===== config.mk =====
export PLATFORM = sky130hd
export DESIGN_NAME = multi_led_blinker_flat
export DESIGN_NICKNAME = d
export VERILOG_FILES = /design/src/rtl/multi_led_blinker_pkg.sv /design/src/rtl/multi_led_blinker_if.sv /design/src/rtl/multi_led_blinker_channel.sv /design/src/rtl/multi_led_blinker.sv /design/src/flat_wrapper.sv
export SDC_FILE = /design/constraint.sdc
export NUM_CORES = 1
export LEC_CHECK = 0
export ABC_CLOCK_PERIOD_IN_PS = 3000
export BUFFER_PORTS_ARGS = -buffer_cell sky130_fd_sc_hd__buf_2
export CAP_MARGIN = 40
export CORE_ASPECT_RATIO = 1.4
export CORE_MARGIN = 4
export CORE_UTILIZATION = 50
export CTS_CLUSTER_SIZE = 12
export DETAILED_ROUTE_END_ITERATION = 8
export PLACE_DENSITY = 0.75
export SLEW_MARGIN = 20
export SYNTH_ARGS = -nofsm -noshare
export SYNTH_HDL_FRONTEND = slang
export SYNTH_SLANG_ARGS = --single-unit

===== constraint.sdc =====
create_clock -name clk -period 3 [get_ports clk]
set_input_delay 0.3 -clock clk [delete_from_list [all_inputs] [get_ports clk]]
set_output_delay 0.3 -clock clk [all_outputs]
set_load 0.02 [all_outputs]

===== src/rtl/multi_led_blinker_pkg.sv =====
// Shared types and helpers for the multi-channel LED blinker.
package led_blink_pkg;

  typedef enum logic [1:0] {
    MODE_OFF   = 2'd0,
    MODE_ON    = 2'd1,
    MODE_BLINK = 2'd2,
    MODE_BURST = 2'd3
  } mode_e;

  localparam int BURST_W = 8;

  // Channel index width; never zero so a one-channel build still has a port.
  function automatic int ch_w(input int n);
    return (n <= 2) ? 1 : $clog2(n);
  endfunction

endpackage


===== src/rtl/multi_led_blinker_if.sv =====
// Single-cycle configuration write port shared by all LED channels.
interface multi_led_blinker_if
  import led_blink_pkg::*;
#(
  parameter int NUM_CH = 4,
  parameter int CNT_W  = 24
);
  localparam int CH_W = ch_w(NUM_CH);

  logic               cfg_we;
  logic [CH_W-1:0]    cfg_ch;
  mode_e              cfg_mode;
  logic [CNT_W-1:0]   cfg_half;
  logic [BURST_W-1:0] cfg_count;

  modport master (output cfg_we, cfg_ch, cfg_mode, cfg_half, cfg_count);
  modport slave  (input  cfg_we, cfg_ch, cfg_mode, cfg_half, cfg_count);
endinterface


===== src/rtl/multi_led_blinker_channel.sv =====
// One LED channel: OFF / ON / BLINK / BURST pattern generator with registered outputs.
module led_channel
  import led_blink_pkg::*;
#(
  parameter int CNT_W = 24
) (
  input  logic               clk,
  input  logic               rst,
  input  logic               tick,
  input  logic               we,
  input  mode_e              mode,
  input  logic [CNT_W-1:0]   half,
  input  logic [BURST_W-1:0] count,
  output logic               led,
  output logic               busy,
  output logic               done
);
  typedef enum logic [1:0] {ST_OFF, ST_ON, ST_BLINK, ST_BURST} state_e;

  state_e             state_q, state_d;
  logic [CNT_W-1:0]   half_q, half_d;
  logic [CNT_W-1:0]   cnt_q, cnt_d;
  logic [BURST_W-1:0] rem_q, rem_d;
  logic               led_d, busy_d, done_d;

  // NOTE: state uses non-blocking assignments so every register samples the
  // pre-edge values; reset is synchronous, so it sits inside the clocked branch.
  always_ff @(posedge clk) begin
    if (rst) begin
      state_q <= ST_OFF;
      half_q  <= '0;
      cnt_q   <= '0;
      rem_q   <= '0;
      led     <= 1'b0;
      busy    <= 1'b0;
      done    <= 1'b0;
    end else begin
      state_q <= state_d;
      half_q  <= half_d;
      cnt_q   <= cnt_d;
      rem_q   <= rem_d;
      led     <= led_d;
      busy    <= busy_d;
      done    <= done_d;
    end
  end

  // NOTE: every output of this block gets a default first so no path infers a latch.
  always_comb begin
    state_d = state_q;
    half_d  = half_q;
    cnt_d   = cnt_q;
    rem_d   = rem_q;
    led_d   = led;
    done_d  = 1'b0;

    if (we) begin
      // A write always restarts the pattern, silently abandoning any burst.
      half_d = half;
      cnt_d  = '0;
      rem_d  = count;
      unique case (mode)
        MODE_OFF:   begin state_d = ST_OFF;   led_d = 1'b0; end
        MODE_ON:    begin state_d = ST_ON;    led_d = 1'b1; end
        MODE_BLINK: begin state_d = ST_BLINK; led_d = 1'b1; end
        MODE_BURST: begin
          if (count == '0) begin
            state_d = ST_OFF;
            led_d   = 1'b0;
            done_d  = 1'b1;
          end else begin
            state_d = ST_BURST;
            led_d   = 1'b1;
          end
        end
      endcase
    end else if (tick && (state_q == ST_BLINK || state_q == ST_BURST)) begin
      if (cnt_q == half_q) begin
        cnt_d = '0;
        led_d = ~led;
        // Falling edges count completed blinks; the last one ends the burst.
        if (state_q == ST_BURST && led) begin
          rem_d = rem_q - BURST_W'(1);
          if (rem_q == BURST_W'(1)) begin
            state_d = ST_OFF;
            led_d   = 1'b0;
            done_d  = 1'b1;
          end
        end
      end else begin
        cnt_d = cnt_q + CNT_W'(1);
      end
    end

    busy_d = (state_d == ST_BLINK) || (state_d == ST_BURST);
  end

endmodule


===== src/rtl/multi_led_blinker.sv =====
// NUM_CH independent LED channels sharing one tick prescaler and one config write port.
module multi_led_blinker
  import led_blink_pkg::*;
#(
  parameter int NUM_CH   = 4,
  parameter int CNT_W    = 24,
  parameter int TICK_DIV = 1
) (
  input  logic              clk,
  input  logic              rst,
  multi_led_blinker_if.slave cfg,
  output logic [NUM_CH-1:0] led,
  output logic [NUM_CH-1:0] busy,
  output logic [NUM_CH-1:0] done
);
  localparam int CH_W = ch_w(NUM_CH);

  logic tick;

  generate
    if (TICK_DIV <= 1) begin : g_no_div
      assign tick = 1'b1;
    end else begin : g_div
      localparam int PW = $clog2(TICK_DIV);
      logic [PW-1:0] pre;
      // Free-running; configuration writes never realign it.
      always_ff @(posedge clk) begin
        if (rst)                         pre <= '0;
        else if (pre == PW'(TICK_DIV-1)) pre <= '0;
        else                             pre <= pre + PW'(1);
      end
      assign tick = (pre == PW'(TICK_DIV-1));
    end
  endgenerate

  for (genvar i = 0; i < NUM_CH; i++) begin : g_ch
    // Out-of-range indices match no channel, so such writes are dropped.
    led_channel #(.CNT_W(CNT_W)) u_ch (
      .clk   (clk),
      .rst   (rst),
      .tick  (tick),
      .we    (cfg.cfg_we && (cfg.cfg_ch == CH_W'(i))),
      .mode  (cfg.cfg_mode),
      .half  (cfg.cfg_half),
      .count (cfg.cfg_count),
      .led   (led[i]),
      .busy  (busy[i]),
      .done  (done[i])
    );
  end

endmodule

===== src/flat_wrapper.sv =====
// flat-port wrapper written by rule: the top's interface ports become plain ports
module multi_led_blinker_flat import led_blink_pkg::*;
#(
  parameter int NUM_CH   = 4,
  parameter int CNT_W    = 24,
  parameter int TICK_DIV = 1
)
  (clk, rst, led, busy, done, cfg_cfg_we, cfg_cfg_ch, cfg_cfg_mode, cfg_cfg_half, cfg_cfg_count);
  multi_led_blinker_if #(.NUM_CH(NUM_CH), .CNT_W(CNT_W)) cfg_i ();
  input  logic clk;
  input  logic rst;
  output logic [NUM_CH-1:0] led;
  output logic [NUM_CH-1:0] busy;
  output logic [NUM_CH-1:0] done;
  input wire logic [$bits(cfg_i.cfg_we)-1:0] cfg_cfg_we;
  input wire logic [$bits(cfg_i.cfg_ch)-1:0] cfg_cfg_ch;
  input wire logic [$bits(cfg_i.cfg_mode)-1:0] cfg_cfg_mode;
  input wire logic [$bits(cfg_i.cfg_half)-1:0] cfg_cfg_half;
  input wire logic [$bits(cfg_i.cfg_count)-1:0] cfg_cfg_count;
  assign cfg_i.cfg_we = cfg_cfg_we;
  assign cfg_i.cfg_ch = cfg_cfg_ch;
  assign cfg_i.cfg_mode = cfg_cfg_mode;
  assign cfg_i.cfg_half = cfg_cfg_half;
  assign cfg_i.cfg_count = cfg_cfg_count;
  multi_led_blinker #(.NUM_CH(NUM_CH), .CNT_W(CNT_W), .TICK_DIV(TICK_DIV)) u_core (.clk(clk), .rst(rst), .cfg(cfg_i), .led(led), .busy(busy), .done(done));
endmodule

# Yosys cells after proc, flatten, opt, wreduce, memory -nomap -nowiden
# Cells that the tools add are included.
totals:
  wordCells: 200
  output_inout_bits: 12
  reg_bits: 244
  in_bits: 39
classes:
  mux: 86
  n_reduce_logical: 44
  n_addsub: 8
  eq_ne: 30
  n_bitwise: 4
ops:
  columns: ["operator", "count"]
  rows:
  - ["$mux 8", 16]
  - ["$add 24x1->24 const B", 4]
  - ["$eq 24x24->1", 4]
  - ["$mux 24", 4]
  - ["$mux 1", 43]
  - ["$mux 2", 21]
  - ["$eq 2x2->1 const B", 20]
  - ["$eq 8x1->1 const B", 4]
  - ["$sub 8x1->8 const B", 4]
  - ["$reduce_bool 2->1", 12]
  - ["$reduce_and 3->1", 4]
  - ["$reduce_or 2->1", 5]
  - ["$logic_and 1x1->1", 8]
  - ["$logic_not 8->1", 1]
  - ["$logic_or 1x1->1", 8]
  - ["$pmux 2 s4", 1]
  - ["$reduce_and 2->1", 4]
  - ["$eq 2x1->1 const B", 2]
  - ["$logic_not 2->1", 2]
  - ["$not 1->1", 4]
  - ["$pmux 1 s3", 1]

# Depth between registers and ports, before layout
depth:
  ltp_word: 8
  ltp_mapped: 8
  depth_no_buf: 7

# By module
# Synthesis repeated with hierarchy kept, for this count alone.
unflattened:
  cells_unflattened: 1425
  hier_area_um2: 12288.0
by_module_without_submodules:
  columns: ["mod", "cells_each", "seq_area_each_um2", "n_inst", "area_per_inst_um2"]
  rows:
  - ["led_channel", 355, 1221.2, 4, 3061.7]
  - ["multi_led_blinker", 5, 0.0, 1, 41.3]

# Least setup slack after synthesis
# Ideal clock, no wire load.
synth_path:
  path_kind: "register -> register"
  from: "reg u_core.g_ch[2].u_ch.rem_q[2]"
  to: "reg u_core.g_ch[2].u_ch.done"
  required_ns: 2.933
  arrival_ns: 2.125
  stages_incl_launch_ff: 6
  path_slack_ns: 0.808
  cell_sequence: "dfxtp_1 > or3_4 > or3_4 > or4b_4 > or3_1 > a21oi_2"
synth_via:
  elab_chain_cells: 6
synth_lines:
  columns: ["item", "line", "text"]
  rows:
  - ["start, declared", "multi_led_blinker_channel.sv:23", "logic [BURST_W-1:0] rem_q, rem_d;"]
  - ["start signal, assigned", "multi_led_blinker_channel.sv:41", "rem_q <= rem_d;"]
  - ["$eq 8x1->1", "multi_led_blinker_channel.sv:84", "if (rem_q == BURST_W'(1)) begin"]
  - ["$mux 1", "multi_led_blinker_channel.sv:84", null]
  - ["$mux 1", "multi_led_blinker_channel.sv:82", "if (state_q == ST_BURST && led) begin"]
  - ["$mux 1", "multi_led_blinker_channel.sv:78", "if (cnt_q == half_q) begin"]
  - ["$mux 1", "multi_led_blinker_channel.sv:77", "end else if (tick && (state_q == ST_BLINK || state_q == ST_BURST)) begin"]
  - ["$mux 1", "multi_led_blinker_channel.sv:57", "if (we) begin"]
  - ["end signal, assigned", "multi_led_blinker_channel.sv:44", "done <= done_d;"]
  - ["end, declared", "multi_led_blinker_channel.sv:16", "output logic done"]
# No other way between the ends.
# A chain may end at the register's enable or synchronous reset.

# Worst setup path after layout
layout_path:
  from: "reg u_core.g_ch[0].u_ch.cnt_q[0]"
  to: "reg u_core.g_ch[0].u_ch.rem_q[7]"
layout_via:
  elab_chain_cells: 3
layout_lines:
  columns: ["item", "line", "text"]
  rows:
  - ["start, declared", "multi_led_blinker_channel.sv:22", "logic [CNT_W-1:0] cnt_q, cnt_d;"]
  - ["start signal, assigned", "multi_led_blinker_channel.sv:40", "cnt_q <= cnt_d;"]
  - ["$eq 24x24->1", "multi_led_blinker_channel.sv:78", null]
  - ["$reduce_bool 2->1 (no source line)", null, null]
  - ["$reduce_and 3->1 (no source line)", null, null]
  - ["end signal, assigned", "multi_led_blinker_channel.sv:41", null]
  - ["end, declared", "multi_led_blinker_channel.sv:23", null]
# No other way between the ends.

==> flow_metrics.py <==
metrics = {
    "pwr": {
        "comb_power_share_pct": 8.0,
        "intPower_w": 0.005074,
        "p_per_area_nw_per_um2": 535.2,
        "pwr-share-clk_pct": 41.8,
        "p_leak_nw": 4.506,
        "p_sw_share_pct": 24.59,
        "switching_power_w": 0.001655,
        "seq_power_share_pct": 50.2,
        "max-vdd-ir-drop_uv": 435.6,
        "power_w": 0.006729,
    },
    "drt": {
        "drc_errors": 0,
        "post_drt_wl_per_cell_um": 17.83,
        "num_vias": 9739,
        "dr.first_iter.drc_count": 727,
        "firstDrtPassIters": 5,
        "drt.antenna.violating_nets": 0,
        "viasPerCell": 5.662,
        "drt_wl_total_um": 30680,
    },
    "run_status": {
        "status": "complete, no violations",
    },
    "sta": {
        "rsz0062_at_grt": "false",
        "final_hold_viol_count": 0,
        "maxSlewViolCount": 0,
        "setup_viol": 0,
        "fin_crit_sh_pct": 79.66,
        "fin_skew_ns": 0.02290,
        "tns_ns": 0,
        "max_freq_mhz": 418.4,
        "layout_min_cycle_time_ns": 2.390,
        "slew-limit-headroom_pct": 48.30,
        "worst_slew_pin_slew_ns": 0.7726,
    },
    "global_routing": {
        "grt_pass1_vias": 9461,
        "grt_pass1_wl_um": 49070,
        "track_usage_pct": 24.11,
        "grt_max_degree": 111,
        "grt.overflow.total": 0,
        "antenna_found_initial": 0,
    },
    "worst_hold_path": {
        "hold_class": "primary input to flop",
    },
    "synth": {
        "async_flop_share_pct": 0,
        "yosysSeqAreaShare_pct": 42.75,
        "ys_types": 58,
        "ys_seq_elements": 244,
        "ys.flop_type": "dfxtp_1",
        "avgSynthCellArea_um2": 8.215,
        "synth_edf_count": 0,
        "yosys_warnings": 0,
        "syn_area_um2": 11430,
        "postSynthCellCount": 1391,
        "synth.net_count": 1444,
    },
    "floorplan": {
        "die_x_um": 135.8,
        "placementRows": 65,
        "coreArea_um2": 22530,
        "fp.dieArea_um2": 25370,
        "die-height_um": 186.9,
        "initial_core_util_pct": 50.72,
        "ios": 51,
    },
    "cts": {
        "post_cts_resize_count": 0,
        "cts_made_buffers": 25,
        "hold_buffers": 0,
        "cts-root-buf": "clkbuf_16",
        "clock_sinks": 244,
        "post-cts-setup-buffers": 0,
        "clk_pin_slew_ns": 0.06,
        "clk_path_buf_depth": 3,
        "cts_tree": "done",
        "htree_levels": 1,
        "insertion_delay_ns": 0.53,
    },
    "final_layout": {
        "areaGrowthSynthToFinish_pct": 10.04,
        "fin_nets": 1461,
        "drive_gt1_share_pct": 8.674,
    },
    "critical_path": {
        "worst_path_largest_cell_delay_ns": 0.54,
        "path_class": "flop to flop",
        "startpoint_type": "flop",
        "worst-endpoint-required_ns": 3.45,
        "crit_chain": "xnor2_1 -> nand4_1 -> nor4_2 -> nand3_1 -> or4_1 -> a31oi_1",
        "slowest_stage": "or4_1",
        "critPathCaptureType": "flop",
        "crit_fanout": 5,
        "arrival_ns": 2.84,
    },
    "place": {
        "dp_hpwl_um": 21250,
        "place.gp.congestion": 0.8735,
        "io_buffers": 50,
    },
    "job": {
        "drv_cap": 0,
    },
}
logic make-up after synthesis:
group / Yosys count / share of synthesized area (%)
buf+inv: 98 / 3.854
flops: 244 / 42.75
fa+ha+maj: 14 / 1.533
xor+xnor: 201 / 15.41
mux: 8 / 0.7117
compound gates: 201 / 9.964
simple gates: 625 / 25.79
synth_stat cells (all sizes together), types with 2 or more instances:
cell | instances | area, um^2
nand2 | 260 | 975.9
dfxtp | 244 | 4885
nor2 | 142 | 533.0
xnor2 | 122 | 1069
a21oi | 118 | 594.3
xor2 | 79 | 691.9
nand4 | 59 | 375.4
clkbuf | 57 | 214.0
nand3 | 43 | 215.2
o21ai | 33 | 165.2
and3 | 26 | 163.9
nor4 | 21 | 162.7
buf | 19 | 132.6
inv | 19 | 71.32
a31oi | 15 | 93.84
ha | 14 | 175.2
nor3 | 14 | 70.07
or3 | 14 | 97.59
or4 | 11 | 83.83
o31ai | 9 | 67.56
and2 | 8 | 50.05
and4 | 8 | 70.07
a211oi | 7 | 52.55
mux2i | 7 | 70.07
or2 | 5 | 31.28
nand2b | 4 | 25.02
o211ai | 4 | 30.03
a311o | 3 | 30.03
a41o | 3 | 30.03
nor3b | 3 | 27.52
o32ai | 3 | 26.28
or3b | 2 | 17.52
or4b | 2 | 23.77
sequential cells by signal (all words and copies together) (netlist names):
name,flops
u_core.g_ch.u_ch.rem_q,32
u_core.g_ch.u_ch.busy,4
u_core.g_ch.u_ch.done,4
u_core.g_ch.u_ch.led,4
u_core.g_ch.u_ch.half_q,96
u_core.g_ch.u_ch.cnt_q,96
u_core.g_ch.u_ch.state_q,8
metrics by stage:
step | instances | hold WS (ns) | util [%] | instance area [um^2] | setup WS (ns)
2_1_floorplan | 1391 | 0.4304 | - | 11430 | 0.8084
3_3_place_gp | 1681 | 0.4534 | 52.57 | 11840 | 0.7494
3_5_place_dp | 1681 | 0.4621 | 52.57 | 11840 | 0.6792
4_1_cts | 1718 | 0.06171 | 55.72 | 12550 | 0.6451
5_1_grt | 1719 | 0.09474 | 55.81 | 12570 | 0.3848
6_report | 1720 | 0.07827 | 55.82 | 12570 | 0.6101
cell usage in the layout, fill, tap and decap left out, drive strengths merged, types with 5 or more instances in the layout:
master  count
nand2     260
dfxtp     244
nor2      142
xnor2     122
a21oi     118
xor2       79
buf        68
nand4      59
nand3      43
o21ai      33
clkbuf     33
and3       26
nor4       21
inv        20
a31oi      15
nor3       14
ha         14
or3        14
or4        11
o31ai       9
and4        8
and2        8
mux2i       7
a211oi      7
or2         5
power by group through the flow:
stage | registers [W] | logic [W] | clock network (W)
6_report | 0.00338 | 0.000539 | 0.00281
5_1_grt | 0.00339 | 0.000589 | 0.00298
4_1_cts | 0.00338 | 0.000530 | 0.00286
3_5_place_dp | 0.00345 | 0.000529 | 0
3_3_place_gp | 0.00345 | 0.000519 | 0
2_1_floorplan | 0.00343 | 0.000352 | 0
final cells by class:
class,count,area [um^2]
Clock inverter,4,23.77
Fill cell,2070,9953
Antenna cell,1,2.502
Sequential cell,244,4885
Clock buffer,33,685.7
Timing Repair Buffer,68,412.9
Tap cell,301,376.6
Inverter,20,75.07
Multi-Input combinational cell,1049,6113
final timing paths:
| kind | start | end | slack [ns] | cells after the start |
|---|---|---|---|---|
| hold reg to reg | u_core.g_ch[1].u_ch.half_q[21] | u_core.g_ch[1].u_ch.half_q[21] | 0.47 | 2 |
| hold / removal | cfg_cfg_half[18] | u_core.g_ch[0].u_ch.half_q[18] | 0.08 | 3 |
| setup / recovery | u_core.g_ch[0].u_ch.cnt_q[0] | u_core.g_ch[0].u_ch.rem_q[7] | 0.61 | 6 |
| setup reg to reg | u_core.g_ch[0].u_ch.cnt_q[0] | u_core.g_ch[0].u_ch.rem_q[7] | 0.61 | 6 |
routing by layer:
layer,global-route usage [%],vias up,part of all wire (%)
li1,-,4754,-
met1,29.54,4625,40
met5,0,-,0
met4,12.92,0,5.3
met2,40.59,281,49
met3,3.471,79,6.1
critical path, delay by kind of cell (launching register included):
| kind | cells | cell delay [ns] |
|---|---|---|
| simple gates | 4 | 1.52 |
| flops | 1 | 0.36 |
| xor+xnor | 1 | 0.27 |
| compound gates | 1 | 0.18 |
(Power assumes the default switching activity.)
